`src/rtl/prng_stream.sv`:
```
// Streaming pseudo-random generator (LCG or Galois LFSR) with bounded output by
// mask-and-reject, a ready/valid output slot, and a saturating rejection counter.
module prng_stream #(
    parameter int                    DATA_WIDTH = 32,
    parameter logic [DATA_WIDTH-1:0] SEED       = DATA_WIDTH'(123456),
    parameter logic [DATA_WIDTH-1:0] LFSR_TAPS  = DATA_WIDTH'(32'h80200003),
    parameter int                    CNT_WIDTH  = 16
) (
    input  logic                  clk,
    input  logic                  rst_n,
    input  logic                  seed_load,
    input  logic [DATA_WIDTH-1:0] seed_in,
    input  logic                  mode,
    input  logic [DATA_WIDTH-1:0] bound,
    output logic                  out_valid,
    input  logic                  out_ready,
    output logic [DATA_WIDTH-1:0] out_data,
    output logic [CNT_WIDTH-1:0]  rej_count
);

    localparam logic [DATA_WIDTH-1:0] LCG_MUL = DATA_WIDTH'(64'd1103515245);
    localparam logic [DATA_WIDTH-1:0] LCG_INC = DATA_WIDTH'(64'd12345);

    logic [DATA_WIDTH-1:0] state;
    logic [DATA_WIDTH-1:0] lfsr_src;
    logic [DATA_WIDTH-1:0] lfsr_next;
    logic [DATA_WIDTH-1:0] lcg_next;
    logic [DATA_WIDTH-1:0] next_state;
    logic [DATA_WIDTH-1:0] limit;
    logic [DATA_WIDTH-1:0] mask;
    logic [DATA_WIDTH-1:0] candidate;
    logic                  accept;
    logic                  advance;

    // The slot is free when empty or being drained this cycle; seed_load wins.
    assign advance = !seed_load && (!out_valid || out_ready);

    // NOTE: every always_comb output gets a value before any branch or loop, so no latch can be inferred.
    always_comb begin
        lfsr_src  = state;
        lfsr_next = '0;
        lcg_next  = '0;
        limit     = '0;
        mask      = '0;

        // An all-zero state would lock the LFSR; treat it as 1 and step from there.
        if (state == '0) begin
            lfsr_src = DATA_WIDTH'(1);
        end
        lfsr_next = lfsr_src[0] ? ((lfsr_src >> 1) ^ LFSR_TAPS) : (lfsr_src >> 1);
        lcg_next  = state * LCG_MUL + LCG_INC;

        next_state = mode ? lfsr_next : lcg_next;

        // Smear the MSB of (bound-1) downward so the mask covers exactly the needed bits.
        limit = bound - DATA_WIDTH'(1);
        for (int i = 0; i < DATA_WIDTH; i++) begin
            mask[i] = |(limit >> i);
        end
        if (bound == '0) begin
            mask = '1;
        end

        candidate = next_state & mask;
        accept    = (bound == '0) || (candidate < bound);
    end

    // NOTE: sequential state uses non-blocking assignments so every register samples pre-edge values.
    always_ff @(posedge clk or negedge rst_n) begin
        if (!rst_n) begin
            state     <= SEED;
            out_valid <= 1'b0;
            out_data  <= '0;
            rej_count <= '0;
        end else if (seed_load) begin
            state     <= seed_in;
            out_valid <= 1'b0;
            rej_count <= '0;
        end else if (advance) begin
            state <= next_state;
            if (accept) begin
                out_data  <= candidate;
                out_valid <= 1'b1;
            end else begin
                out_valid <= 1'b0;
                if (rej_count != '1) begin
                    rej_count <= rej_count + CNT_WIDTH'(1);
                end
            end
        end
    end

endmodule

```
`config.mk`:
```
export PLATFORM = sky130hd
export DESIGN_NAME = prng_stream
export DESIGN_NICKNAME = d
export VERILOG_FILES = /design/src/rtl/prng_stream.sv
export SDC_FILE = /design/constraint.sdc
export NUM_CORES = 1
export LEC_CHECK = 0
export ABC_AREA = 1
export BUFFER_PORTS_ARGS = -buffer_cell sky130_fd_sc_hd__buf_2
export CORE_MARGIN = 2
export CORE_UTILIZATION = 40
export DETAILED_ROUTE_END_ITERATION = 8
export GPL_ROUTABILITY_DRIVEN = 0
export PLACE_DENSITY = 0.63
export RECOVER_POWER = 100
export SETUP_SLACK_MARGIN = 0.1
export SYNTH_ARGS = -nofsm -noshare
export SYNTH_HDL_FRONTEND = slang
export SYNTH_SLANG_ARGS = --single-unit
```
`constraint.sdc`:
```
create_clock -name clk -period 21.6 [get_ports clk]
set_input_delay 4.32 -clock clk [delete_from_list [all_inputs] [get_ports clk]]
set_output_delay 4.32 -clock clk [all_outputs]
set_load 0.01 [all_outputs]
```
==> key figures <==
Routing
  – DRC violation count after routing: 0
  – 1st-iter DRT viols: around 800
  – Drt via density: between 5 and 6
  – Drt pass-1 iters: 6
  – Routed WL per cell: ~18 um
  – Via count: between 10000 and 15000
  – Drt total wl: about 46000 um
  – Antenna Nets Post-Route: 0

STA
  – Max Transition Viols Final: 215
  – F_max: slightly below 90 MHz
  – Skew final: 0.0153 ns
  – Tcrit/Tclk final: between 50% and 60%
  – TNS Setup: 0 ns
  – Final hold vios: 0
  – Clock period minus worst slack: ~11 ns
  – Setup violations, final: 0
  – Slew HR: -206%
  – Unrepaired setup endpoints after global routing: no
  – Slew @ Worst Pin: 4.60 ns
  – Setup WS post-layout: slightly above 10 ns

Clock network
  – Depth of the CTS H-tree: 3
  – Post-CTS Hold Fix Bufs: 0
  – Number of gates resized after CTS: 0
  – CTS sink count: 81
  – CTS tree: yes
  – Reg clk slew, reported paths: around 0.080 ns
  – Max Root-Sink Buffers: 2
  – Total CTS buffers: 9
  – Setup bufs post-CTS: 0
  – CTS root buf: clkbuf_16
  – Worst-skew pair later-pin latency: between 0.3 and 0.4 ns

Cells and area
  – Layout area overhead: 8.67%
  – Layout cells sized above 1: ~5.6%
  – Filler Cell Count: between 3000 and 4000
  – Post-route cell area: between 15000 and 20000 um2
  – Nets: around 2600
  – Layout Cells excl Fill: between 2000 and 3000

Critical path
  – Crit start category: flip-flop
  – CP Class: flip-flop to flip-flop
  – Kind of cell with the highest combined delay on the critical path: adder cells
  – Bufs and invs on worst path: 8
  – Reg2Reg Depth: 40
  – Top cell by count, worst path: nand2_1
  – Reg2reg end: out_data[13]
  – Reg-to-Reg Start: state[6]
  – Worst path slowest cell: nand2_1
  – Critical Path Max Stage Delay: roughly 1.3 ns
  – Critical Path End Type: flip-flop
  – Flop2flop setup slack: just over 10 ns
  – Worst Path Required: about 22 ns
  – Worst EP arrival: ~11 ns
  – CP Max Fanout: 51

Global route
  – First-pass GRT wire length: around 74000 um
  – Vias in the first global route: ~14000
  – Tot GR Track Use: between 20% and 30%
  – Largest net degree at the start of global routing: 82
  – Initial antenna violation count: 5
  – Aggregate global routing overflow: 0

Placed design
  – PortBufs: ~120
  – Placed Cells incl. Taps: ~2600
  – Detailed placer's ending HPWL: roughly 40000 um
  – Place WS: between 10 and 15 ns
  – DP Area: about 17000 um2

Synth
  – Top_reg_cell synth: dfrtp_1
  – Sequential-to-total area share from yosys stat: 13.1%
  – Synthesized Nets: 2487
  – FF+latch count, synth: 81
  – Post-synth EDFFs: 0
  – Mapped Cells: 1976
  – Mapped Area: roughly 16000 um2
  – Fraction of registers with async set/reset: 100%
  – Yosys cell types: 48
  – YS warnings: 0
  – Synth Area per Inst: slightly below 8 um2

Die
  – DIE WIDTH: around 200 um
  – Row count: between 70 and 80
  – Starting density of the core: between 40% and 50%
  – Core area: 38600 um2
  – Ports: 118
  – Die ar.: a little over 40000 um2
  – Die height: around 200 um

Run
  – MaxCap Viol Count: 4

Min path
  – Hold path depth: 2
  – Hold Crit Start: out_data[25]
  – Hold worst-path end: out_data[25]
  – Type of the worst min-delay path: flip-flop to flip-flop

Run status
  – Status: finished, violations left
  – Failing checks: capacitance limit, slew limit
==> flip-flops by register name, indices dropped and copies added, names as in the netlist <==
| name | flops |
|---|---|
| out_data | 32 |
| state | 32 |
| rej_count | 16 |
| out_valid | 1 |
==> layout make-up <==
type / count / area [um2] / area share (%)
antenna: 1 / 2.50 / 0.0148
tap: 518 / 648 / 3.83
timing repair buffer: 119 / 533 / 3.15
sequential: 81 / 2030 / 12.0
clock inverter: 7 / 78.8 / 0.466
multi-input combinational: 1330 / 11400 / 67.2
clock buffer: 9 / 225 / 1.33
inverter: 539 / 2020 / 12.0
==> per-layer routing <==
layer	global-route usage, %	up-vias	routed length [um]
li1	-	6280	-
met1	30.5	6302	19800
met2	39.4	444	21800
met3	3.34	90	2890
met4	9.40	6	1840
met5	0	-	39
==> tightest hold or removal path: stages (launching register included) <==
cell and delay [ns]:
dfrtp_1 0.34, nand2_1 0.05, nand2_1 0.04
==> cells in the mapped netlist (all sizes together) (8+ instances only) <==
cell type	n	area, um2
nor4	9	56.3
xnor2	36	315
fa	190	3800
a21oi	46	230
nor2	154	648
nand4	20	125
o211ai	15	113
a22oi	10	75.1
nand3	83	425
xor2	36	315
a31oi	8	50.1
nand2	352	1360
o21ai	70	354
ha	252	3150
nor3	10	50.1
o221ai	16	140
dfrtp	75	1880
buf	9	50.0
inv	538	2020
clkbuf	17	63.8
==> worst max path at each step <==
stage | startpoint | endpoint | slack [ns] | cells past startpoint
after CTS | state[6] | out_data[13] | 11.29 | 39
after global routing | state[6] | out_data[20] | 9.55 | 40
after floorplan | state[6] | rej_count[7] | 13.78 | 43
final | state[6] | out_data[13] | 10.32 | 40
after global placement | state[6] | out_data[17] | 11.49 | 39
after detailed placement | state[6] | out_data[13] | 11.33 | 39
==> cell families after synthesis <==
group           share of synthesized area, %
compound gates                          7.05
buf+inv                                 13.7
flops                                   13.1
fa+ha+maj                               44.7
xor+xnor                                4.05
simple gates                            17.4
==> per-stage QoR <==
| step | utilization, % | hold WS, ns |
|---|---|---|
| 4_1_cts | 44.1 | 0.470 |
| 2_1_floorplan | - | 0.490 |
| 3_3_place_gp | 43.3 | 0.451 |
| 5_1_grt | 43.9 | 0.503 |
| 6_report | 43.9 | 0.469 |
| 3_5_place_dp | 43.3 | 0.454 |
==> placed cells by master (no fill, tap or decap), types with 2 or more instances in the layout <==
cell type	count
nand3_1	81
buf_2	66
o211ai_1	15
a21o_1	2
or2_2	4
fa_1	190
inv_1	535
nor3_1	10
a22oi_1	10
clkbuf_1	52
o221ai_1	16
o21ai_1	7
nand3_2	2
a2111oi_0	2
nor2_2	7
nor2_4	7
xor2_1	36
nand4_1	20
inv_2	3
xnor2_1	36
clkinvlp_4	2
o21ai_0	62
dfstp_2	5
nand2_2	5
a31oi_1	8
ha_1	252
a21oi_1	46
a211oi_1	2
clkinv_4	2
o21bai_1	2
clkbuf_16	9
nand2_1	347
nor2_1	140
dfrtp_1	75
nor4_1	9
Power is left out: the tool's default activity adds up to more than one toggle a clock period on the data nets, which glitch-free logic cannot reach.
